<file path="src/rtl/unidad_saltos_pkg.sv">
// Shared encodings for the branch/return-stack unit:
// operation codes, condition codes and flag bit positions.
package unidad_saltos_pkg;

    typedef enum logic [2:0] {
        OP_NEXT = 3'b000,
        OP_JMP  = 3'b001,
        OP_JR   = 3'b010,
        OP_CALL = 3'b011,
        OP_RET  = 3'b100
    } op_e;

    localparam logic [2:0] CO_SIEMPRE0 = 3'b000;
    localparam logic [2:0] CO_SIEMPRE1 = 3'b001;
    localparam logic [2:0] CO_Z        = 3'b010;
    localparam logic [2:0] CO_NZ       = 3'b011;
    localparam logic [2:0] CO_C        = 3'b100;
    localparam logic [2:0] CO_NC       = 3'b101;
    localparam logic [2:0] CO_N        = 3'b110;
    localparam logic [2:0] CO_NN       = 3'b111;

    localparam int BAND_Z = 0;
    localparam int BAND_C = 1;
    localparam int BAND_N = 2;

    function automatic logic eval_cond(input logic [2:0] c,
                                       input logic [2:0] b);
        logic r;
        r = 1'b1;
        case (c)
            CO_Z:    r =  b[BAND_Z];
            CO_NZ:   r = ~b[BAND_Z];
            CO_C:    r =  b[BAND_C];
            CO_NC:   r = ~b[BAND_C];
            CO_N:    r =  b[BAND_N];
            CO_NN:   r = ~b[BAND_N];
            default: r = 1'b1;
        endcase
        return r;
    endfunction

endpackage

</file>
<file path="src/rtl/unidad_saltos_pila_if.sv">
// Link between the PC control logic and the return stack.
// master = controller, slave = LIFO.
interface unidad_saltos_pila_if #(
    parameter int ADDR_W = 8
);
    logic              push;
    logic              pop;
    logic [ADDR_W-1:0] dato_in;
    logic [ADDR_W-1:0] dato_out;
    logic              llena;
    logic              vacia;

    modport master (
        output push, pop, dato_in,
        input  dato_out, llena, vacia
    );

    modport slave (
        input  push, pop, dato_in,
        output dato_out, llena, vacia
    );
endinterface

</file>
<file path="src/rtl/pila_retorno.sv">
// Return-address LIFO. Count pointer is one bit wider than
// the index so full and empty never alias.
module pila_retorno
    import unidad_saltos_pkg::*;
#(
    parameter int ADDR_W    = 8,
    parameter int PILA_PROF = 4
) (
    input  logic                   clk_i,
    input  logic                   rst_ni,
    unidad_saltos_pila_if.slave    p
);

    localparam int IW = $clog2(PILA_PROF);
    localparam int PW = IW + 1;

    logic [ADDR_W-1:0] mem_q [PILA_PROF];
    logic [PW-1:0]     ptr_q;
    logic [PW-1:0]     ptr_d;
    logic [IW-1:0]     idx_wr;
    logic [IW-1:0]     idx_top;

    assign idx_wr  = ptr_q[IW-1:0];
    assign idx_top = ptr_q[IW-1:0] - IW'(1);

    assign p.dato_out = mem_q[idx_top];
    assign p.llena    = (ptr_q == PW'(PILA_PROF));
    assign p.vacia    = (ptr_q == '0);

    // Next count: parent never raises push and pop together.
    always_comb begin
        ptr_d = ptr_q;
        if (p.push && !p.llena) begin
            ptr_d = ptr_q + PW'(1);
        end else if (p.pop && !p.vacia) begin
            ptr_d = ptr_q - PW'(1);
        end
    end

    // Count register; reset empties the stack.
    always_ff @(posedge clk_i) begin
        if (!rst_ni) begin
            ptr_q <= '0;
        end else begin
            ptr_q <= ptr_d;
        end
    end

    // Entry storage, no reset needed.
    always_ff @(posedge clk_i) begin
        if (p.push && !p.llena) begin
            mem_q[idx_wr] <= p.dato_in;
        end
    end

endmodule

</file>
<file path="src/rtl/unidad_saltos_pila.sv">
// Program counter with conditional jumps, relative branches
// and CALL/RET through a hardware return stack.
module unidad_saltos_pila
    import unidad_saltos_pkg::*;
#(
    parameter int ADDR_W    = 8,
    parameter int PILA_PROF = 4
) (
    input  logic              Clk,
    input  logic              Rst,
    input  logic              Habilitar,
    input  logic [2:0]        Operacion,
    input  logic [2:0]        Condicion,
    input  logic [2:0]        Banderas,
    input  logic [ADDR_W-1:0] Direccion_de_Salto,
    output logic [ADDR_W-1:0] o_Bus_Direcciones_Instrucciones,
    output logic              o_Salto_Tomado,
    output logic              o_Pila_Llena,
    output logic              o_Pila_Vacia,
    output logic              o_Error_Pila
);

    unidad_saltos_pila_if #(.ADDR_W(ADDR_W)) pila ();

    logic [ADDR_W-1:0] pc_q, pc_d, pc_inc;
    logic              salto_q, salto_d;
    logic              err_q, err_d;
    logic              cond;
    logic              push, pop;

    pila_retorno #(
        .ADDR_W   (ADDR_W),
        .PILA_PROF(PILA_PROF)
    ) u_pila (
        .clk_i (Clk),
        .rst_ni(Rst),
        .p     (pila.slave)
    );

    assign cond         = eval_cond(Condicion, Banderas);
    assign pc_inc       = pc_q + ADDR_W'(1);
    assign pila.push    = push;
    assign pila.pop     = pop;
    assign pila.dato_in = pc_inc;

    // Next PC, stack requests, taken flag and sticky error.
    always_comb begin
        pc_d    = pc_inc;
        salto_d = 1'b0;
        err_d   = err_q;
        push    = 1'b0;
        pop     = 1'b0;
        if (!Habilitar) begin
            pc_d = pc_q;
        end else if (cond) begin
            case (Operacion)
                OP_JMP: begin
                    pc_d    = Direccion_de_Salto;
                    salto_d = 1'b1;
                end
                OP_JR: begin
                    pc_d    = pc_q + Direccion_de_Salto;
                    salto_d = 1'b1;
                end
                OP_CALL: begin
                    if (pila.llena) begin
                        err_d = 1'b1;
                    end else begin
                        push    = 1'b1;
                        pc_d    = Direccion_de_Salto;
                        salto_d = 1'b1;
                    end
                end
                OP_RET: begin
                    if (pila.vacia) begin
                        err_d = 1'b1;
                    end else begin
                        pop     = 1'b1;
                        pc_d    = pila.dato_out;
                        salto_d = 1'b1;
                    end
                end
                default: pc_d = pc_inc;
            endcase
        end
    end

    // Architectural registers with synchronous active-low reset.
    always_ff @(posedge Clk) begin
        if (!Rst) begin
            pc_q    <= '0;
            salto_q <= 1'b0;
            err_q   <= 1'b0;
        end else begin
            pc_q    <= pc_d;
            salto_q <= salto_d;
            err_q   <= err_d;
        end
    end

    assign o_Bus_Direcciones_Instrucciones = pc_q;
    assign o_Salto_Tomado = salto_q;
    assign o_Pila_Llena   = pila.llena;
    assign o_Pila_Vacia   = pila.vacia;
    assign o_Error_Pila   = err_q;

endmodule
</file>
<file path="config.mk">
export PLATFORM = sky130hd
export DESIGN_NAME = unidad_saltos_pila
export DESIGN_NICKNAME = d
export VERILOG_FILES = /design/src/rtl/unidad_saltos_pkg.sv /design/src/rtl/unidad_saltos_pila_if.sv /design/src/rtl/pila_retorno.sv /design/src/rtl/unidad_saltos_pila.sv
export SDC_FILE = /design/constraint.sdc
export NUM_CORES = 1
export LEC_CHECK = 0
export ABC_AREA = 1
export BUFFER_PORTS_ARGS = -buffer_cell sky130_fd_sc_hd__buf_2
export CAP_MARGIN = 40
export CORE_MARGIN = 3
export CORE_UTILIZATION = 40
export DETAILED_ROUTE_END_ITERATION = 10
export HOLD_SLACK_MARGIN = 0.02
export PLACE_DENSITY = 0.54
export SYNTH_ARGS = -nofsm -noshare
export SYNTH_HDL_FRONTEND = slang
export SYNTH_SLANG_ARGS = --single-unit
</file>
<file path="constraint.sdc">
create_clock -name Clk -period 2.6 [get_ports Clk]
set_clock_uncertainty 0.05 [all_clocks]
set_input_delay 0 -clock Clk [delete_from_list [all_inputs] [get_ports Clk]]
set_output_delay 0 -clock Clk [all_outputs]
set_load 0.1 [all_outputs]
</file>
-- Word-level counts from Yosys, hierarchy flattened
Memories as Yosys holds them, arrays and structs flattened.
Index checks and enable logic that the tools add are counted.
- register bits: 13
- RAM bits: 32
- bits of input ports: 20
- output and inout port bits: 12
- word-level logic and storage cells: 57
- memories kept: 1
- memories (name ; words ; bits a word ; read ports ; clocked after Yosys merged registers in ; wr ports ; RTL line ; RTL):
    u_pila.mem_q ; 4 ; 8 ; 1 ; 0 ; 1 ; pila_retorno.sv:17 ; logic [ADDR_W-1:0] mem_q [PILA_PROF];
- add/sub/neg operators: 5
- equal/unequal tests: 13
- mux-type cells: 21
- bitwise gates (word level): 3
- reductions and logical operators: 10
- operators with widths (operator ; number):
    $pmux W8 S4 ; 1
    $mux W8 ; 3
    $eq A3 B3 Y1 const B ; 6
    $eq A3 B2 Y1 const B ; 4
    $mux W1 ; 12
    $add A8 B1 Y8 const B ; 1
    $add A8 B8 Y8 ; 1
    $mux W3 ; 2
    $pmux W1 S6 ; 1
    $reduce_and A5 Y1 ; 1
    $ne A2 B1 Y1 const B ; 2
    $reduce_bool A2 Y1 ; 2
    $add A3 B1 Y3 const B ; 1
    $eq A3 B1 Y1 const B ; 1
    $logic_not A3 Y1 ; 1
    $not A1 Y1 ; 3
    $pmux W1 S3 ; 1
    $reduce_and A3 Y1 ; 1
    $sub A3 B1 Y3 const B ; 1
    $logic_and A1 B1 Y1 ; 2
    $logic_not A1 Y1 ; 2
    $pmux W1 S2 ; 1
    $reduce_or A2 Y1 ; 1
    $sub A2 B1 Y2 const B ; 1

-- Depth between registers and ports, before layout
Gate-level depths: netlist of run 1.
- word-level depth: 8
- mapped depth: 16

-- Modules after synthesis
Synthesis of run 1 repeated with hierarchy kept, for this count alone.
- cells, all modules: 349
- area total of the unflattened synthesis: 2812.7 µm²
- by module, submodules not included (module ; times used ; cells each ; area each (µm²)):
    pila_retorno ; 1 ; 115 ; 1462.7
    unidad_saltos_pila ; 1 ; 234 ; 1350.0

-- Least setup slack after synthesis of run 1
No wires, ideal clock.
- path type: register -> register
- start: reg u_pila.ptr_q[0]
- end: reg u_pila.ptr_q[2]
- setup time: 0.113 ns
- data arrival time: 2.351 ns
- path slack: 0.086 ns
- cell stages (with the launch flop): 17
- cells stage by stage: dfxtp_1 > buf_4 > inv_4 > buf_4 > ha_1 > nand2_2 > inv_2 > nor3_4 > nand2_4 > xor2_1 > inv_1 > ha_1 > nand3b_1 > nand2_1 > nor2_1 > nor2_1 > nor2_1
- longest elaborated chain between the ends: 7
- ends and longest elaborated chain (element ; RTL line ; RTL):
    start, declared ; pila_retorno.sv:18 ; logic [PW-1:0] ptr_q;
    start signal, assigned ; pila_retorno.sv:45 ; ptr_q <= ptr_d;
    $eq A3 B3 Y1 (*) ; pila_retorno.sv:27 ; assign p.llena = (ptr_q == PW'(PILA_PROF));
    net o_Pila_Llena ; unidad_saltos_pila.sv:18 ; output logic o_Pila_Llena,
    $mux W1 ; unidad_saltos_pila.sv:66 ; if (pila.llena) begin
    $mux W1 ; unidad_saltos_pila.sv:56 ; case (Operacion)
    $mux W1 ; unidad_saltos_pila.sv:55 ; end else if (cond) begin
    $mux W1 ; unidad_saltos_pila.sv:53 ; if (!Habilitar) begin
    $logic_and A1 B1 Y1 (*) ; pila_retorno.sv:33 ; if (p.push && !p.llena) begin
    $mux W3 or $reduce_bool A2 Y1 (tied branches) ; - ;
Mark *: on every way through the listed nets, which the timed path passes. The rest lies on a longest branch. The select of a mux whose other input is x is not followed.
A chain may end at the register's enable or synchronous reset.

-- Worst setup path in the final report of run 1
- start: reg u_pila.ptr_q[1]
- end: reg u_pila.ptr_q[2]
- longest elaborated chain between the ends: 7
- ends and longest elaborated chain (element ; RTL line):
    $eq A3 B3 Y1 or $logic_not A3 Y1 (tied branches) ; pila_retorno.sv:27, pila_retorno.sv:28
    $mux W1 (on tied branches) ; unidad_saltos_pila.sv:66, unidad_saltos_pila.sv:75
    $mux W1 ; unidad_saltos_pila.sv:56
    $mux W1 ; unidad_saltos_pila.sv:55
    $mux W1 ; unidad_saltos_pila.sv:53
    $logic_and A1 B1 Y1 (on tied branches) ; pila_retorno.sv:33, pila_retorno.sv:35
    $mux W3 or $reduce_bool A2 Y1 (tied branches) ; -
Parallel ways exist; a longest one is shown, timed or not. The select of a mux whose other input is x is not followed.

==> reports/qor.txt, run 1 <==
Status - finished clean
Post-route minimum period - 2162 ps
Area of the die - 8148 µm²
Total wire length - 6714 µm
Max Buffers Root-to-Sink - 2
Ratio of cells with drive above 1 in the final layout - 19.35%
Clock transition at path regs - 90 ps
CP Launch Point - u_pila.ptr_q[1]
Vias in the first global route - 2,223
Routed vias - 2,386
Antenna cell count - 0
Slew @ Worst Pin - 487.9 ps
Initial antenna violation count - 0
Worst IR drop on VDD - 0.0001828 V
Static leakage - 0.001464 µW
Initial Util - 41.58%
Row count - 30
M2 GR Usage - 27.38%
Critical R2R Launch - u_pila.ptr_q[1]
Syn nets - 390
Detail Route Antenna Nets - 0
CP max stage delay - 410 ps
MaxCap Viol Count - 0
Achievable frequency - 462.6 MHz
Fin. max-slew vios - 0
Crit path top cell by count - nor2_1
Gr usage total - 17.27%
First drt pass iteration count - 4
CP required - 2760 ps
RePlAce Congestion - 0.8783
Commonest cells in the netlist - nand2_1 (94), nand3_1 (41), inv_1 (40), edfxtp_1 (32), nor2_1 (29)
Mapped cell area - 2840 µm²
Endpoint type of the worst setup path - flop
First-pass GRT wire length - 11,270 µm
Setup TNS - 0 ps
Beginning of the worst hold path - Direccion_de_Salto[3]
Synth cell types - 36
Final hold viol count - 0
Power Dens Cells - 504.2 nW/µm²
Iter 0 DRT Violations - 101
FF+latch count, synth - 45
Period utilization - 83.14%
Cell count after synthesis - 356
Count leader, synth - nand2_1
I/O Buffers - 31
Filler Cells Inserted - 713
Max-slew headroom - 67.70%
DRC viols - 0
Clock Tree Root - clkbuf_8
Post-synth ARST share - 0%
Nets - 431
Clock insertion delay at the later pin of the skew report - 310 ps
Synthesized area per cell - 7.978 µm²
CP arrival - 2320 ps
Post-cts resize count - 0
Routed wire length per instance - 13.59 µm
Grt met1 use - 23.87%
Crit path max fanout - 6
Most used flip-flop cell after synthesis - edfxtp_1
RSZ-0062 raised after global routing - false
Synthesis-to-layout area growth - 14.32%
Die width - 90.27 µm
Largest delay share family, worst path - simple AND/OR/NAND/NOR gates
Crit-path cells - inv_1 > ha_1 > nand2_2 > inv_2 > nor3_4 > nand2_4 > xor2_1 > inv_1 > ha_1 > nand3b_1 > nand2_1 > nor2_1 > nor2_1 > nor2_1
Buffers & Inverters on Critical Path - 3
Detailed placer's ending HPWL - 5029 µm
Post-synth EDFFs - 32
Sequential share of the synthesized area - 43.00%
H-tree Lvls - 2
Min-Delay Path Class - primary input to flop
Setup CP Type - flop to flop
Largest net degree at the start of global routing - 21
M3 GR Usage - 2.833%
CP max stage cell - dfxtp_1
Yosys top cell area share - 33.83%
# clock sinks - 45
CTS tree - built
Die height - 90.27 µm
Grt ovf - 0
DR vias/cell - 4.830
Core box area - 6832 µm²
Num ports - 32
Crit path launch type - flop
Area leader, netlist - edfxtp_1
Top cells by area, synth - edfxtp_1 (34%), nand2_1 (12%), dfxtp_1 (9.2%)
Power Total - 1637 µW
Yosys warns - 0
Gr busiest metal - met2
CTS Buf Count - 5
Final Setup Violations - 0
## per-stage QoR
stage	setup WS (ps)	area, µm²	hold slack, ps	utilization (%)	std cells
4_1_cts	423.4	3247	57.66	47.53	494
5_1_grt	196.2	3247	66.74	47.53	494
6_report	438.4	3247	60.63	47.53	494
3_3_place_gp	470.9	3113	307.5	45.57	482
2_1_floorplan	85.76	2840	92.17	-	356
3_5_place_dp	448.8	3113	304.7	45.57	482
## state kept, by name, indices dropped and copies added (netlist names)
name / flops
u_pila.mem_q: 32
o_Bus_Direcciones_Instrucciones: 8
u_pila.ptr_q: 3
o_Error_Pila: 1
o_Salto_Tomado: 1
## worst register-to-register path: cells and delay by family, from the launching register on
family	cells	cell delay, ps
buf+inv	3	240
xor+xnor	1	140
flops	1	410
simple gates	8	820
fa+ha+maj	2	420
## worst paths after layout
| kind | to | slack [ps] | depth (start not counted) |
|---|---|---|---|
| min reg2reg | o_Error_Pila | 410 | 2 |
| max reg2reg | u_pila.ptr_q[2] | 440 | 14 |
| min | o_Bus_Direcciones_Instrucciones[3] | 60 | 5 |
| max | u_pila.ptr_q[2] | 440 | 14 |
## placed cells by master, fill, tap and decap left out, drive strengths merged
cell	n
buf	37
fa	1
ha	13
xor2	2
a31oi	1
nand4	6
xnor2	2
dfxtp	13
o21ai	16
o21bai	1
nand2	99
nand3b	4
nand3	46
or2	2
edfxtp	32
nor2	34
dlygate4sd3	4
nor3	1
clkbuf	5
inv	54
a21o	1
a21boi	1
clkinvlp	1
a21oi	22
## timing repair
action	CTS	global route
hold buffers	4	0
setup buffers	0	0
endpoints found under the hold margin	10	0
## routing by layer
| layer | vias to the layer above | routed length, µm | part of all wire (%) |
|---|---|---|---|
| met5 | - | 0 | 0 |
| met4 | 0 | 131 | 2.0 |
| met3 | 12 | 259 | 3.9 |
| met2 | 42 | 3081 | 46 |
| met1 | 1077 | 3242 | 48 |
| li1 | 1255 | - | - |
## power by group
group,switching [µW],internal [µW],total [µW]
sequential,18.6,786,804
combinational,260,103,363
clock,273,196,469
## area by class of cell
type                       instances  area, µm²  share of cell area, %
multi-input combinational        252       1371                  42.24
sequential                        45       1221                  37.61
timing repair buffer              41      240.2                  7.399
inverter                          52      200.2                  6.166
tap                               96      120.1                  3.699
clock buffer                       5      68.82                  2.119
clock inverter                     3      25.02                 0.7707
## logic make-up after synthesis
logic type | count (synthesis) | synth area share, %
compound gates | 42 | 7.974
xor+xnor | 4 | 1.234
fa+ha+maj | 14 | 6.432
buf+inv | 59 | 8.722
flops | 45 | 43.00
simple gates | 192 | 32.64
Power figures use the tool's default switching activity.
==> inputs of run 2 (changes only) <==
Settings changed: ABC_AREA 1 to 0, PLACE_DENSITY 0.54 to 0.57.
Clock period 2.6 ns to 1.8 ns, I/O delays scaled along.
==> reports/qor.txt, run 2 <==
Status - complete, but fails checks (was finished clean)
Failing checks - setup timing
CP arrival - 2120 ps (was 2320 ps)
Post-synth ARST share - 0% (unchanged)
Top reg by flops - u_pila.mem_q (unchanged)
Iter 0 DRT Violations - 100 (was 101)
Count leader, synth - edfxtp_1 (was nand2_1)
Nets - 342 (was 431)
# clock sinks - 45 (unchanged)
Storage cell area - 1242 µm² (was 1221 µm²)
RSZ-0062 raised after global routing - true (was false)
Syn nets - 261 (was 390)
H-tree Lvls - 2 (unchanged)
Detailed placer's ending HPWL - 4749 µm (was 5029 µm)
Critical R2R Launch - o_Bus_Direcciones_Instrucciones[0] (was u_pila.ptr_q[1])
Setup TNS - -613.0 ps (was 0 ps)
Slew @ Worst Pin - 486.8 ps (was 487.9 ps)
Commonest cells in the netlist - edfxtp_1 (32), nand2_1 (17), nor2_1 (14) (was nand2_1 (94), nand3_1 (41), inv_1 (40), edfxtp_1 (32), nor2_1 (29))
Static leakage - 0.001420 µW (was 0.001464 µW)
Top cells by area, synth - edfxtp_1 (37%), dfxtp_1 (10%), ha_1 (6.3%) (was edfxtp_1 (34%), nand2_1 (12%), dfxtp_1 (9.2%))
Area of the multi-input gates - 1421 µm² (was 1371 µm²)
Post-synth EDFFs - 32 (unchanged)
Endpoint type of the worst setup path - flop (unchanged)
Setup CP Type - flop to flop (unchanged)
Synthesized area per cell - 11.41 µm² (was 7.978 µm²)
Area of the die - 7476 µm² (was 8148 µm²)
Period utilization - 109.7% (was 83.14%)
Mux cell area share after synthesis - 8.599% (was 0%)
Most frequent cells in the layout - buf_4 (47), edfxtp_1 (32), buf_2 (31) (was nand2_1 (94), nand3_1 (41), inv_1 (40))
Worst IR drop on VDD - 0.0003930 V (was 0.0001828 V)
Filler Cells Inserted - 547 (was 713)
CTS tree - built (unchanged)
Reg2reg setup slack - -170 ps (was 440 ps)
Yosys top cell area share - 37.10% (was 33.83%)
Synth Area in Adders - 7.053% (was 6.432%)
DRC viols - 0 (unchanged)
Yosys warns - 0 (unchanged)
Max FFs per register - 32 (unchanged)
Routed wire length per instance - 16.64 µm (was 13.59 µm)
Max-slew headroom - 67.77% (was 67.70%)
FF+latch count, synth - 45 (unchanged)
Simple-gate portion of the synthesized area - 15.07% (was 32.64%)
Worst hold endpoint - o_Bus_Direcciones_Instrucciones[0] (was o_Bus_Direcciones_Instrucciones[3])
Grt ovf - 0 (unchanged)
Antenna cell count - 0 (unchanged)
Total wire length - 6388 µm (was 6714 µm)
Beginning of the worst hold path - Habilitar (was Direccion_de_Salto[3])
Largest net degree at the start of global routing - 19 (was 21)
Final std cells w/o fill - 384 (was 494)
Final Util - 56.73% (was 47.53%)
CP required - 1940 ps (was 2760 ps)
Min-Delay Path Class - primary input to flop (unchanged)
Gr usage total - 18.34% (was 17.27%)
Mapped cell area - 2590 µm² (was 2840 µm²)
Num ports - 32 (unchanged)
Post-synthesis compound-gate area fraction - 13.82% (was 7.974%)
First-pass GRT wire length - 10,670 µm (was 11,270 µm)
I/O Buffers - 31 (unchanged)
MaxCap Viol Count - 0 (unchanged)
Post-Synth XOR/XNOR Area - 5.411% (was 1.233%)
Clock insertion delay at the later pin of the skew report - 300 ps (was 310 ps)
Die height - 86.47 µm (was 90.27 µm)
Synth cell types - 52 (was 36)
Initial Util - 42.49% (was 41.58%)
Crit Reg-Reg Endpoint - o_Bus_Direcciones_Instrucciones[4] (was u_pila.ptr_q[2])
RePlAce Congestion - 0.8368 (was 0.8783)
Post-route minimum period - 1974 ps (was 2162 ps)
CTS Buf Count - 5 (unchanged)
Detail Route Antenna Nets - 0 (unchanged)
Sequential share of the synthesized area - 47.15% (was 43.00%)
Most common cell after layout, fill and taps aside - buf_4 (was nand2_1)
Crit path launch type - flop (unchanged)
First drt pass iteration count - 4 (unchanged)
Placed Instances - 365 (was 482)
Post-layout worst setup margin - -174.2 ps (was 438.4 ps)
Max Buffers Root-to-Sink - 2 (unchanged)
Fin. max-slew vios - 0 (unchanged)
Cell count after synthesis - 227 (was 356)
Clock transition at path regs - 100 ps (was 90 ps)
Ratio of cells with drive above 1 in the final layout - 42.39% (was 19.35%)
Hold Path Stages - 3 (was 5)
Achievable frequency - 506.5 MHz (was 462.6 MHz)
Routed vias - 2,098 (was 2,386)
Dpl cell area - 3191 µm² (was 3113 µm²)
Area leader, netlist - edfxtp_1 (unchanged)
Vias in the first global route - 2,079 (was 2,223)
Row count - 28 (was 30)
Final Setup Violations - 8 (was 0)
Design area - 3458 µm² (was 3247 µm²)
Core box area - 6096 µm² (was 6832 µm²)
Main combinational cell family by area after synthesis - simple AND/OR/NAND/NOR gates (unchanged)
Most used flip-flop cell after synthesis - edfxtp_1 (unchanged)
Power Dens Cells - 721.2 nW/µm² (was 504.2 nW/µm²)
Clock Tree Root - clkbuf_8 (unchanged)
DR vias/cell - 5.464 (was 4.830)
Initial antenna violation count - 0 (unchanged)
R2R depth - 8 (was 14)
Final hold viol count - 0 (unchanged)
Die width - 86.47 µm (was 90.27 µm)
Crit path max fanout - 3 (was 6)
Synthesis-to-layout area growth - 33.53% (was 14.32%)
run 2: per-layer routing:
metal	wire, µm	global-route usage (%)
met5	0	0
met4	50	4.816
met3	313	3.042
met2	2918	28.93
met1	3105	26.23
run 2: cells by family after synthesis:
kind of cell    after synthesis
fa+ha+maj                    14
mux                          10
buf+inv                      17
xor+xnor                     16
compound gates               52
flops                        45
simple gates                 73
run 2: stage by stage:
step                      hold WS, ps  power (µW)  setup slack [ps]
after floorplan                 80.83        1558            -448.5
after global placement          320.1        1764            -178.2
after detailed placement        313.5        1765            -191.6
after CTS                       37.34        2490            -198.4
after global routing            71.37        2623            -267.4
final                           44.41        2494            -174.2
run 2: cell type report:
class	count	share of cell area [%]
clock buffers	5	1.990
clock inverters	3	0.8321
inverters	8	0.9407
multi-input cells	165	41.10
flip-flops and latches	45	35.93
well taps	75	2.713
repair buffers	83	16.50
run 2: power breakdown:
part / switching (µW) / internal (µW)
Combinational: 381 / 267
Clock: 403 / 294
Sequential: 13.7 / 1140
Total: 798 / 1700
run 2: how the worst max path moves through the flow:
stage / start / slack [ps] / endpoint / cells after the start
global route: o_Bus_Direcciones_Instrucciones[0] / -270 / o_Bus_Direcciones_Instrucciones[4] / 8
finish: o_Bus_Direcciones_Instrucciones[0] / -170 / o_Bus_Direcciones_Instrucciones[4] / 8
global placement: o_Bus_Direcciones_Instrucciones[1] / -180 / o_Bus_Direcciones_Instrucciones[7] / 8
CTS: o_Bus_Direcciones_Instrucciones[0] / -200 / o_Bus_Direcciones_Instrucciones[4] / 8
floorplan: u_pila.ptr_q[0] / -450 / o_Bus_Direcciones_Instrucciones[6] / 9
detailed placement: o_Bus_Direcciones_Instrucciones[0] / -190 / o_Bus_Direcciones_Instrucciones[4] / 8
run 2: repair_timing:
| item | 4_1_cts | 5_1_grt |
|---|---|---|
| setup endpoints to repair | 9 | 11 |
| hold endpoints to repair | 2 | 0 |
| hold buffers | 2 | 0 |
| resized for setup | 13 | 14 |
| pin swaps | 11 | 13 |
| buffers inserted | 5 | 4 |
run 2: worst max-delay path: stages, from the launching register on:
cell	delay, ps
dfxtp_4	360
ha_4	160
fa_2	340
a21o_1	200
a21oi_4	160
xnor2_1	100
a222oi_1	280
nand2b_1	140
a31oi_1	70
